`src/rtl/intersection_pkg.sv`:
```
// Shared types and default timing for the intersection scheduler.
package intersection_pkg;

    typedef enum logic [1:0] {
        IDLE    = 2'd0,
        GREEN   = 2'd1,
        YELLOW  = 2'd2,
        ALL_RED = 2'd3
    } phase_t;

    localparam int unsigned N_DIR_DEF     = 4;
    localparam int unsigned GREEN_MIN_DEF = 4;
    localparam int unsigned GREEN_MAX_DEF = 12;
    localparam int unsigned YELLOW_T_DEF  = 3;
    localparam int unsigned ALLRED_T_DEF  = 2;
    localparam int unsigned CNT_W_DEF     = 4;

endpackage

```
`src/rtl/rr_picker.sv`:
```
// Round-robin picker: first set request at or above ptr, wrapping modulo N.
module rr_picker #(
    parameter int unsigned N = 4,
    localparam int unsigned W = (N > 1) ? $clog2(N) : 1
) (
    input  logic [N-1:0] req,
    input  logic [W-1:0] ptr,
    output logic         any,
    output logic [W-1:0] idx
);

    int unsigned j;

    // Scan from ptr upward; the first hit wins.
    always_comb begin
        any = 1'b0;
        idx = '0;
        j   = 0;
        for (int unsigned i = 0; i < N; i++) begin
            j = (32'(ptr) + i) % N;
            if (!any && req[j[W-1:0]]) begin
                any = 1'b1;
                idx = j[W-1:0];
            end
        end
    end

endmodule

```
`src/rtl/intersection_scheduler.sv`:
```
// Round-robin intersection scheduler: grants green to one approach at a time
// and sequences each grant through GREEN -> YELLOW -> ALL_RED.
module intersection_scheduler
    import intersection_pkg::*;
#(
    parameter int unsigned N_DIR     = N_DIR_DEF,
    parameter int unsigned GREEN_MIN = GREEN_MIN_DEF,
    parameter int unsigned GREEN_MAX = GREEN_MAX_DEF,
    parameter int unsigned YELLOW_T  = YELLOW_T_DEF,
    parameter int unsigned ALLRED_T  = ALLRED_T_DEF,
    parameter int unsigned CNT_W     = CNT_W_DEF,
    localparam int unsigned DIR_W    = (N_DIR > 1) ? $clog2(N_DIR) : 1
) (
    input  logic             clk,
    input  logic             rst,
    input  logic [N_DIR-1:0] req,
    output logic [N_DIR-1:0] red,
    output logic [N_DIR-1:0] yellow,
    output logic [N_DIR-1:0] green,
    output logic [DIR_W-1:0] cur_dir,
    output logic [1:0]       phase
);

    localparam logic [CNT_W-1:0] GMIN_LAST = CNT_W'(GREEN_MIN - 1);
    localparam logic [CNT_W-1:0] GMAX_LAST = CNT_W'(GREEN_MAX - 1);
    localparam logic [CNT_W-1:0] Y_LAST    = CNT_W'(YELLOW_T - 1);
    localparam logic [CNT_W-1:0] AR_LAST   = CNT_W'(ALLRED_T - 1);
    localparam logic [DIR_W-1:0] DIR_LAST  = DIR_W'(N_DIR - 1);

    phase_t           state;
    logic [CNT_W-1:0] timer;
    logic [DIR_W-1:0] ptr;
    logic [DIR_W-1:0] nxt_ptr;
    logic [DIR_W-1:0] pick_ptr;
    logic             pick_any;
    logic [DIR_W-1:0] pick_idx;
    logic             other;

    function automatic logic [N_DIR-1:0] onehot(input logic [DIR_W-1:0] d);
        logic [N_DIR-1:0] m;
        m    = '0;
        m[d] = 1'b1;
        return m;
    endfunction

    // Pointer after the current owner, used when leaving ALL_RED.
    assign nxt_ptr  = (cur_dir == DIR_LAST) ? '0 : cur_dir + DIR_W'(1);
    // Leaving ALL_RED arbitrates from past the owner; IDLE arbitrates from ptr.
    assign pick_ptr = (state == ALL_RED) ? nxt_ptr : ptr;
    // Any approach other than the owner waiting for green.
    assign other    = |(req & ~onehot(cur_dir));
    assign phase    = state;

    rr_picker #(.N(N_DIR)) u_picker (
        .req (req),
        .ptr (pick_ptr),
        .any (pick_any),
        .idx (pick_idx)
    );

    // Phase FSM, phase timer, rr pointer and registered lamp drive.
    always_ff @(posedge clk or negedge rst) begin
        if (!rst) begin
            state   <= IDLE;
            timer   <= '0;
            ptr     <= '0;
            cur_dir <= '0;
            red     <= '1;
            yellow  <= '0;
            green   <= '0;
        end else begin
            case (state)
                IDLE: begin
                    if (pick_any) begin
                        state   <= GREEN;
                        cur_dir <= pick_idx;
                        timer   <= '0;
                        green   <= onehot(pick_idx);
                        red     <= ~onehot(pick_idx);
                    end
                end
                GREEN: begin
                    if (timer != '1) begin
                        timer <= timer + CNT_W'(1);
                    end
                    if (other && ((timer >= GMIN_LAST && !req[cur_dir]) ||
                                  timer >= GMAX_LAST)) begin
                        state  <= YELLOW;
                        timer  <= '0;
                        green  <= '0;
                        yellow <= onehot(cur_dir);
                    end
                end
                YELLOW: begin
                    if (timer >= Y_LAST) begin
                        state  <= ALL_RED;
                        timer  <= '0;
                        yellow <= '0;
                        red    <= '1;
                    end else begin
                        timer <= timer + CNT_W'(1);
                    end
                end
                ALL_RED: begin
                    if (timer >= AR_LAST) begin
                        ptr   <= nxt_ptr;
                        timer <= '0;
                        if (pick_any) begin
                            state   <= GREEN;
                            cur_dir <= pick_idx;
                            green   <= onehot(pick_idx);
                            red     <= ~onehot(pick_idx);
                        end else begin
                            state <= IDLE;
                        end
                    end else begin
                        timer <= timer + CNT_W'(1);
                    end
                end
            endcase
        end
    end

endmodule

```
`config.mk`:
```
export PLATFORM = sky130hd
export DESIGN_NAME = intersection_scheduler
export DESIGN_NICKNAME = d
export VERILOG_FILES = /design/src/rtl/intersection_pkg.sv /design/src/rtl/rr_picker.sv /design/src/rtl/intersection_scheduler.sv
export SDC_FILE = /design/constraint.sdc
export NUM_CORES = 1
export LEC_CHECK = 0
export ABC_CLOCK_PERIOD_IN_PS = 3500
export CAP_MARGIN = 20
export CORE_MARGIN = 2
export CORE_UTILIZATION = 50
export DETAILED_ROUTE_END_ITERATION = 10
export HOLD_SLACK_MARGIN = 0.05
export PLACE_DENSITY = 0.71
export RECOVER_POWER = 50
export SLEW_MARGIN = 40
export SYNTH_ARGS = -nofsm -noshare
export SYNTH_HDL_FRONTEND = slang
export SYNTH_SLANG_ARGS = --single-unit
```
`constraint.sdc`:
```
create_clock -name clk -period 3.5 [get_ports clk]
set_clock_uncertainty 0.1 [all_clocks]
set_input_delay 0.7 -clock clk [delete_from_list [all_inputs] [get_ports clk]]
set_output_delay 0.7 -clock clk [all_outputs]
set_load 0.01 [all_outputs]
```
==> impl_summary.md, run 1 <==
Logic synthesis
The cell count after synthesis came out at 148. In this run, synthesis produced a sequential element count of 22. Sequential cells were found to cover 38.28% of the synthesized design area.

The number of distinct library cell variants in the gate-level netlist after synthesis is 46. Ranked by total cell area, the synthesized netlist is headed by sky130_fd_sc_hd__dfrtp_1, sky130_fd_sc_hd__ha_1, sky130_fd_sc_hd__dfstp_2. The share of Yosys cell area claimed by the top area cell type is 31.03%. The proportion of register bits with asynchronous set or reset after synthesis is 100.0%.

The average cell area after synthesis is 9.807 um2. The warning count from the yosys run is 0. The top flip-flop cell by instance count after synthesis is sky130_fd_sc_hd__dfrtp_1. The number of flops mapped to enable cells by yosys is 0. Synthesis produced a netlist with a net count of 166.

Of all cell types, the one taking the most synthesized area is sky130_fd_sc_hd__dfrtp_1. After synthesis the cells add up to 0.001451 mm2.

Timing
The setup violation total in the final timing report is 0. The number of max-slew violations in the final report is 0. Timing would allow up to 399.3 MHz. Measured against its own limit, the worst slew margin works out to 20.16%. The final number of hold-violating endpoints is 0. The final cycle utilization of the critical path is 71.56%. Setup repair after global routing left no endpoint under its margin. The transition time at the pin with the least slew margin is 1198 ps. The accumulated negative setup slack is 0 ps. The worst path in the final design needs a cycle of 2504 ps, including I/O delays and setup.

Critical path
The element type at the critical path start is a primary input. The worst setup path is of the in -> reg kind. Measured in cells, the most critical reg-to-reg path has a length of 6.

The kind of end point of the critical path is a flop. The required time at the worst-slack endpoint is 3620 ps. Data on the critical path arrives at its endpoint at 2620 ps. The maximum fanout along the worst path is 10.

CTS
The CTS H-tree depth is 1. For the worst-skew pair, the clock arrives at the later sink with an insertion delay of 310 ps. The number of buffers on the longest clock path is 2. The post-cts repair resize count is 0. The clock tree from TritonCTS is built. The number of buffers added to fix hold violations after cts is 0.

Clock tree synthesis found a total of 22 sinks. The number of setup buffers added after CTS is 0. The number of buffers created by CTS is 3.

The clock input transition at the sequential cells of the worst setup and hold paths is 130 ps. The tree is rooted in a sky130_fd_sc_hd__clkbuf_4.

Global route
The initial antenna violation count is 0. The met3 capacity usage during global routing is 2.455%. Entering global routing, the biggest net connects 23 pins. The via count of the first global-routing pass is 1205. The most utilized layer in the global route result is met2. Global routing finished with a remaining overflow of 0. The met2 usage in global routing is 33.12%. Global routing consumed, on the met1 layer, 27.51% of the routing resources.

Global routing used 20.23% of the available tracks across all layers. The wire length of the first global-routing pass is 5.285 mm.

Floorplanning
The die footprint is 0.003350 mm2. The cell row count is 19. Measured along the y axis, the die boundary spans 57.88 um.

Pin placement for this block handled 22 I/O pins. The overall die width is 57.88 um. The placeable core region is 0.002758 mm2. Once the floorplan was initialized, standard cells occupied 52.63% of the core.

Layout
The proportion of layout cells with a drive suffix above 1 is 10.59%. The growth of design area from synthesis to finish is 17.67%. The number of nets in the layout is 189.

The library cell used most frequently in the layout, excluding fill and tap cells, is sky130_fd_sc_hd__dfrtp_1. The number of filler instances in the final layout is 245. The post-route standard cell area excluding fillers is 0.001708 mm2. The count of inserted antenna diode cells is 0. In the layout the commonest cells are sky130_fd_sc_hd__dfrtp_1, sky130_fd_sc_hd__nand2_1, sky130_fd_sc_hd__clkdlybuf4s50_1.

Hold path
The worst hold path passes through 2 cells. The path class of the lowest-slack min-delay path is reg -> reg.

Placed design
The area of placed instances is 0.001683 mm2. The total of buffers placed on input and output ports is 21. The final weighted congestion of routability-driven global placement is 0.8882. The estimated wirelength of the detail-placed design is 2.469 mm.

Power and ir drop
IR analysis of the VDD net gives a maximum drop of 0.6327 mV. Summed over all cells, the static leakage comes to 0.7183 nW. For this design the ratio of total power to cell area is 957.6 mW/mm2. After layout, the design draws a total of 1.635 mW.

Run status
The flow ran to the end, and the final reports show no timing, DRC or antenna violations.

Detailed routing
The total vias in the final route is 1242. The antenna violation net count after detailed routing is 0. The final wirelength is 3.214 mm. The average routed wire per standard cell is 15.99 um.

The first detailed-routing pass took 4 iterations. The number of design-rule violations left by the first detailed-router iteration is 58. After detailed routing, the number of remaining DRC violations is 0.

In the routed layout, each cell is associated on average with a via count of 6.179.

Job
Max-cap violations in this run came to 0.
-- layer usage --
metal  vias up  wire, um
met2        45      1480
met4         0        51
met5         -         0
met3         6       195
met1       596      1487
li1        595         -
-- worst max-delay path, stage by stage --
cell and delay [ps]:
sky130_fd_sc_hd__clkdlybuf4s50_1 520, sky130_fd_sc_hd__mux4_2 520, sky130_fd_sc_hd__nand2_2 110, sky130_fd_sc_hd__a31oi_4 150, sky130_fd_sc_hd__nor3b_1 260, sky130_fd_sc_hd__mux2_2 360
-- per-stage QoR --
stage                     util, %  hold WS, ps  cells  worst slack (ps)
after floorplan                 -        304.4    148              1347
after global placement      61.21        358.9    197             748.4
after detailed placement    61.03        375.1    197             674.1
after CTS                   61.98        230.1    201              1021
after global routing        61.93        412.3    201             871.1
final                       61.93        396.4    201             995.5
-- where the power goes --
group	leakage (nW)	internal [mW]	switching [mW]	total, mW
combinational	0.430	0.473	0.572	1.04
sequential	0.273	0.370	0.0962	0.466
clock	0.0150	0.0445	0.0797	0.124
-- synthesized netlist by cell type, types with 2 or more instances --
| cell | n |
|---|---|
| sky130_fd_sc_hd__o31ai_1 | 2 |
| sky130_fd_sc_hd__a2bb2oi_1 | 4 |
| sky130_fd_sc_hd__mux2_2 | 3 |
| sky130_fd_sc_hd__a21oi_1 | 4 |
| sky130_fd_sc_hd__dfstp_2 | 4 |
| sky130_fd_sc_hd__o21ai_0 | 9 |
| sky130_fd_sc_hd__mux2i_1 | 3 |
| sky130_fd_sc_hd__a31oi_1 | 4 |
| sky130_fd_sc_hd__nor2_1 | 11 |
| sky130_fd_sc_hd__nand2b_1 | 4 |
| sky130_fd_sc_hd__nor3b_1 | 3 |
| sky130_fd_sc_hd__a32o_1 | 4 |
| sky130_fd_sc_hd__o2bb2ai_1 | 4 |
| sky130_fd_sc_hd__o211ai_1 | 2 |
| sky130_fd_sc_hd__nand2_1 | 16 |
| sky130_fd_sc_hd__inv_1 | 8 |
| sky130_fd_sc_hd__dfrtp_1 | 18 |
| sky130_fd_sc_hd__nand3_1 | 3 |
| sky130_fd_sc_hd__nor3_1 | 4 |
| sky130_fd_sc_hd__ha_1 | 12 |
-- kinds of logic after synthesis --
kind of cell	Yosys count	synth area share, %
AO/OA/AOI/OAI	43	24.05
adder cells (fa/ha/maj)	12	10.34
flip-flops	22	38.28
multiplexers	7	5.948
buffers and inverters	12	3.189
AND/OR/NAND/NOR	52	18.19
-- registers in the layout, indices dropped and copies added, names as in the netlist --
signal and count:
green 4, ptr 2, cur_dir 2, timer 4, red 4, phase 2, yellow 4
-- final timing paths --
kind	slack, ps	end	from
min in group asynchronous	500	yellow[3]	rst
setup reg to reg	1160	green[2]	phase[1]
max in group asynchronous	2100	ptr[1]	rst
setup / recovery	1000	phase[1]	req[3]
hold / removal	400	ptr[0]	ptr[0]
hold reg to reg	400	ptr[0]	ptr[0]
-- final cells by class --
class / instances / area [um2] / area share (%)
Inverter: 9 / 33.78 / 1.978
Multi-Input combinational cell: 114 / 849.6 / 49.74
Timing Repair Buffer: 21 / 203.9 / 11.94
Sequential cell: 22 / 555.5 / 32.53
Clock buffer: 4 / 26.28 / 1.538
Tap cell: 31 / 38.79 / 2.271
Power figures use the tool's default switching activity.
==> run 2, diff against run 1 <==
Settings changed: ABC_CLOCK_PERIOD_IN_PS 3500 to 2000, CORE_UTILIZATION 50 to 48.
Clock period 3.5 ns to 2 ns, I/O delays scaled along.
==> impl_summary.md, run 2 (synthesis results as in run 1) <==
Critical path
The number of gates on the worst path with buffers counted is 6. The most critical setup path has its endpoint at phase[0]. The worst setup path is launched from a flop. The gate family responsible for the most delay along the worst path is simple AND/OR/NAND/NOR gates. The maximum cell stage delay along the critical path is 520 ps. Data arrives at the worst endpoint at 2210 ps. The kind of critical path is reg -> reg.

The setup check on the worst reg-to-reg path leaves a slack of -50 ps. The endpoint identified for the worst register-to-register timing path is phase[0]. The startpoint identified for the worst register-to-register timing path is cur_dir[0]. The slowest stage of the critical path belongs to the cell sky130_fd_sc_hd__or4_1. The critical path starts at cur_dir[0].

Traced cell by cell, the critical path runs through ha_1, or2b_1, o2111ai_4, a31oi_4, or4_1, o21ai_1. The required time at the worst-slack endpoint is 2160 ps. The critical path contains buffers and inverters numbering 0 combined.

The worst setup path is captured at a flop. The depth of the most critical reg-to-reg path is 6. Of all nets on the critical path, the largest fanout is 4.

Hold path
The path class of the lowest-slack min-delay path is reg -> reg.

Timing
The number of max-slew violations in the final report came to 0. Setup repair after global routing could not meet its margin everywhere. Summed over all failing endpoints, the final setup total negative slack is -123.3 ps.

Once routing completed, OpenROAD measured the worst setup slack at -47.97 ps. The setup violation total in the final timing report is 4. The shortest clock period the worst path allows after layout is 2048 ps.

For the pin with the worst max-slew slack, the measured transition is 1209 ps. The final number of hold-violating endpoints is 0. Hold is met by 384.2 ps. The final cycle utilization of the critical path is 102.4%.

The relative slew slack is 19.41%. Timing would allow up to 488.3 MHz.

CTS
The number of hold buffers added after CTS was 0. In this run the clock root is driven by a sky130_fd_sc_hd__clkbuf_4. The number of buffers created by CTS is 3. The number of sinks handled by clock tree synthesis is 22.

The clock input transition at the sequential cells of the worst setup and hold paths is 130 ps. The clock tree from TritonCTS is built. The source-to-sink clock delay at the later pin of the worst-skew pair is 320 ps. The clock passes through at most 2 buffers. The CTS H-tree depth is 1.

Floorplanning
The die footprint is 0.003480 mm2. The initial utilization of the core area, before any placement, comes to 51.74%. In this run the horizontal extent of the chip is 58.99 um. The cell row count is 19. The I/O pin total is 22. After floorplanning, the core was sized to cover 0.002805 mm2. The chip height is 58.99 um.

Layout
The area growth from synthesis to layout is 51.38%. For this run, the post-layout net count is 229. The post-route core utilization is 78.32%. The count of inserted antenna diode cells is 0. In the layout the commonest cells are sky130_fd_sc_hd__buf_4, sky130_fd_sc_hd__clkdlybuf4s50_1, sky130_fd_sc_hd__dfrtp_1. The library cell used most frequently in the layout, excluding fill and tap cells, is sky130_fd_sc_hd__buf_4. The proportion of layout cells with a drive suffix above 1 is 44.76%. The finished layout holds 241 standard cells, fillers aside.

Power and ir drop
Dividing total power by cell area gives a power density of 1782 mW/mm2. Across the VDD grid, the largest voltage drop is 1.038 mV. The share of total power dissipated in the clock network is 6.6%. Sequential cells account for 20.6% of the total power. The cell leakage power is 0.9385 nW.

The combinational fraction of design power is 72.9%. The analysis attributes to net switching a power of 1.654 mW. In this run switching power makes up 42.25% of total power.

Internal power comes to 2.261 mW.

Job
The max-cap violation count is 0.

Global route
Global routing consumed, over all layers together, 25.69% of the routing resources. The via count of the first global-routing pass came to 1443. Entering global routing, the biggest net connects 23 pins.

After global routing the overflow that remains totals 0. The initial antenna violation count is 0. The first global-routing pass estimated 6.630 mm of wire.

Placed design
The estimated wirelength of the detail-placed design is 2.973 mm. The total of buffers placed on input and output ports is 21. The final weighted congestion of routability-driven global placement is 0.8869. The number of instances in the placed design is 233. The post-placement worst setup slack is -381.4 ps.

Detailed routing
The total vias in the final route is 1417. Using the TritonRoute via totals, the vias-per-cell ratio works out to 5.880. The final wirelength is 4.164 mm. In the final routed layout, each cell accounts on average for 17.28 um. The number of design-rule violations left by the first detailed-router iteration is 96. The DRC violation count after routing is 1. The antenna violation net count after detailed routing is 0.

Before antenna repair, the detailed router went through 7 iterations.

Run status
The final reports fail on DRC, setup timing. The run finished, with violations left.
## run 2: changes by cell type in the layout (fill, tap and decap cells not counted), moves of 5 or more
cell	delta
sky130_fd_sc_hd__inv_2	+5
sky130_fd_sc_hd__dlygate4sd3_1	-6
sky130_fd_sc_hd__buf_4	+35
sky130_fd_sc_hd__clkdlybuf4s50_1	+7
sky130_fd_sc_hd__ha_2	+5
sky130_fd_sc_hd__ha_1	-7
## run 2: per-stage QoR
stage	total power [mW]	cell area, um2
after floorplan	2.074	1453
after global placement	3.038	1959
after detailed placement	3.140	1959
after CTS	3.646	2105
after global routing	4.180	2197
final	3.916	2197
## run 2: power groups by stage
stage,Combinational (mW),Clock [mW],Sequential (mW)
floorplan,1.22,0,0.851
global placement,2.26,0,0.782
detailed placement,2.35,0,0.787
CTS,2.60,0.262,0.783
global route,3.08,0.276,0.823
finish,2.85,0.258,0.805
## run 2: timing repair
| item | in CTS | in global routing |
|---|---|---|
| endpoints found under the setup margin | 18 | 20 |
| setup buffers | 4 | 0 |
| resized for setup | 21 | 25 |
| pin swaps | 2 | 6 |
## run 2: how the worst min path moves through the flow
stage	from	endpoint	slack [ps]	cells after the start
global placement	ptr[0]	ptr[0]	350	2
floorplan	rst	cur_dir[0]	4	0
CTS	rst	yellow[1]	320	2
detailed placement	ptr[0]	ptr[0]	360	2
finish	ptr[0]	ptr[0]	380	2
global route	ptr[0]	ptr[0]	430	2
## run 2: cell type report
cell class              count  area (um2)
multi-input cells         114        1010
fillers                   198       608.1
flip-flops and latches     22       556.8
repair buffers             61       521.8
well taps                  31       38.79
clock buffers               4       36.28
inverters                   9       33.78
## run 2: worst reg2reg max path, cell delays in order (launching register included)
cell                        delay (ps)
sky130_fd_sc_hd__dfrtp_2           460
sky130_fd_sc_hd__ha_1              290
sky130_fd_sc_hd__or2b_1            280
sky130_fd_sc_hd__o2111ai_4         100
sky130_fd_sc_hd__a31oi_4           150
sky130_fd_sc_hd__or4_1             520
sky130_fd_sc_hd__o21ai_1            90
## run 2: layer usage
layer | GRT usage [%] | share of wire (%) | vias up
met5 | 0 | 0 | -
met2 | 46.19 | 52 | 46
li1 | - | - | 674
met1 | 31.62 | 42 | 689
met4 | 9.416 | 2.5 | 0
met3 | 2.620 | 4.1 | 8
==> run 3, diff against run 2 <==
--- a/config.mk
+++ b/config.mk
@@ -12,5 +12,5 @@
 export DETAILED_ROUTE_END_ITERATION = 10
+export GPL_ROUTABILITY_DRIVEN = 1
 export HOLD_SLACK_MARGIN = 0.05
 export PLACE_DENSITY = 0.71
-export RECOVER_POWER = 50
 export SLEW_MARGIN = 40
--- a/constraint.sdc
+++ b/constraint.sdc
@@ -4,2 +4,2 @@
 set_output_delay 0.4 -clock clk [all_outputs]
-set_load 0.01 [all_outputs]
+set_load 0.02 [all_outputs]
==> impl_summary.md, run 3 (synthesis results as in run 1) <==
Detailed routing
Once detail routing completed, the nets flagged for antenna violations numbered 0. The detailed router placed 1512 vias in this run. In the routed design, unresolved DRC markers number 2. The final wirelength is 4.748 mm. The average routed wire per standard cell is 19.46 um. The number of vias per cell after detailed routing is 6.197. The first-pass iteration count of the detailed router is 7. The detailed router finished its first iteration with 79 violations.

CTS
CTS saw 22 sinks. The CTS H-tree depth is 1. Clock latency on the worst-skew pair, taken at its later pin, is 320 ps.

In this run, CTS created clock tree buffers numbering 3. TritonCTS built the clock tree. The number of buffers on the longest clock path is 2. Clock tree synthesis selected as its root buffer the cell sky130_fd_sc_hd__clkbuf_4. After clock tree synthesis, the clock-pin slew on the worst setup and hold paths is 130 ps.

Floorplanning
The cell row count is 19. The placeable core region is 0.002805 mm2. The chip height is 58.99 um. The die covers 0.003480 mm2. The starting density of the core is 51.74%.

In this run the horizontal extent of the chip is 58.99 um. The I/O pin total is 22.

Placed design
Detailed placement ended at an HPWL of 2.829 mm. At the end of routability-driven placement, the weighted congestion stood at 0.9213. Input and output buffers added on the ports amount to 21. The number of instances in the placed design is 235.

Critical path
The cell with the biggest individual delay on the critical path is sky130_fd_sc_hd__dfrtp_2. Measured in cells, the most critical reg-to-reg path has a length of 8. The required time at the worst-slack endpoint is 2160 ps. The kind of end point of the critical path is a flop. The most frequent cell on the critical path is sky130_fd_sc_hd__buf_4. The data arrival time of the worst path is 2240 ps. On the worst path, the slowest cell contributes a delay of 450 ps. The maximum fanout along the worst path is 8. The critical path goes through inv_1, ha_1, nor4b_2, buf_4, and2_4, nor4_2, buf_4, a32o_1. The element type at the critical path start is a flop.

The kind of critical path is reg -> reg.

Timing
The maximum frequency from static timing analysis is 481.8 MHz. The final number of hold-violating endpoints is 0. The relative slew slack is 75.46%. Once routing completed, OpenROAD measured the worst setup slack at -75.58 ps. The shortest clock period the worst path allows after layout is 2076 ps. In the finished design, the share of the clock period the worst path needs comes to 103.8%. The number of max-slew violations in the final report was 0.

Setup violations remaining at the end of the flow were counted as 9. Setup repair after global routing could not meet its margin everywhere. On the final layout, the worst hold slack is 310.8 ps. The transition time at the pin with the least slew margin is 365.0 ps.

Layout
The library cells used most frequently in the layout, excluding fill and tap cells, are sky130_fd_sc_hd__buf_4, sky130_fd_sc_hd__clkdlybuf4s50_1, sky130_fd_sc_hd__nand2_1. After the flow finishes, the layout carries non-filler instances totaling 244. The number of nets in the layout is 232. From synthesis to final layout, the design area changed by 63.79%. The number of antenna diodes in the final layout is 0. The proportion of layout cells with a drive suffix above 1 is 50.23%. The library cell used most frequently in the layout, excluding fill and tap cells, is sky130_fd_sc_hd__buf_4. The post-route core utilization is 84.75%.

Power and ir drop
IR analysis of the VDD net gives a maximum drop of 1.316 mV. The analysis attributes to cell leakage a power of 0.9930 nW. Power spread over the standard cell area amounts to 1901 mW/mm2.

Run status
The checks that failed: DRC, setup timing. The run finished, with violations left.

Global route
The total overflow reported by the global router is 0. The initial antenna violation count is 0. The via count of the first global-routing pass is 1408. The largest net degree at the start of global routing is 23. The total routing usage reported by global routing is 23.87%. The first global-routing pass estimated 6.230 mm of wire.

Job
Across the run, the number of max-cap violations was 0.

Hold path
The path class of the lowest-slack min-delay path is in -> async.
[run 3: metal layers]
layer | vias up | wire, um | global-route usage (%)
met5 | - | 0 | 0
li1 | 685 | - | -
met4 | 0 | 161 | 8.766
met1 | 746 | 1934 | 31.22
met3 | 15 | 260 | 3.057
met2 | 66 | 2392 | 40.32
[run 3: worst max-delay path, delay by kind of cell (launching register included)]
kind | cells | cell delay (ps)
adders and majority gates | 1 | 190
AOI/OAI and AO/OA | 1 | 190
buffers and inverters | 3 | 510
and+or+nand+nor | 3 | 580
DFF | 1 | 450
[run 3: final timing paths]
kind / startpoint / endpoint / slack, ps
min in group clk: ptr[0] / ptr[0] / 390
max in group asynchronous: rst / red[3] / 1200
min: rst / timer[1] / 310
max reg2reg: timer[0] / green[1] / -80
max: timer[0] / green[1] / -80
min reg2reg: ptr[0] / ptr[0] / 390
[run 3: through the flow]
stage               setup WS, ps  total power [mW]  TNS, ps  area, um2
global route              -138.4             4.765    -1438       2377
floorplan                  2.043             2.203        0       1466
CTS                       -58.94             3.702   -510.4       2074
global placement          -284.4             3.219    -3181       1988
detailed placement        -354.0             3.297    -4037       1988
finish                    -75.58             4.520   -427.4       2377
[run 3: area by class of cell]
cell class | instances | area [um2]
Clock buffer | 4 | 26.28
Tap cell | 31 | 38.79
Multi-Input combinational cell | 114 | 1137
Inverter | 9 | 33.78
Timing Repair Buffer | 64 | 579.3
Sequential cell | 22 | 561.8
Fill cell | 133 | 427.9
[run 3: timing repair]
action,4_1_cts,5_1_grt
buffers inserted,0,5
gates resized for setup,18,54
pin swaps,2,12
endpoints found under the hold margin,0,0
hold buffers,0,0
endpoints found under the setup margin,22,25
[run 3: power breakdown]
group / leakage [nW] / switching, mW / internal, mW
registers: 0.267 / 0.171 / 0.658
logic: 0.711 / 1.71 / 1.75
clock network: 0.0150 / 0.146 / 0.0782
total: 0.993 / 2.03 / 2.49
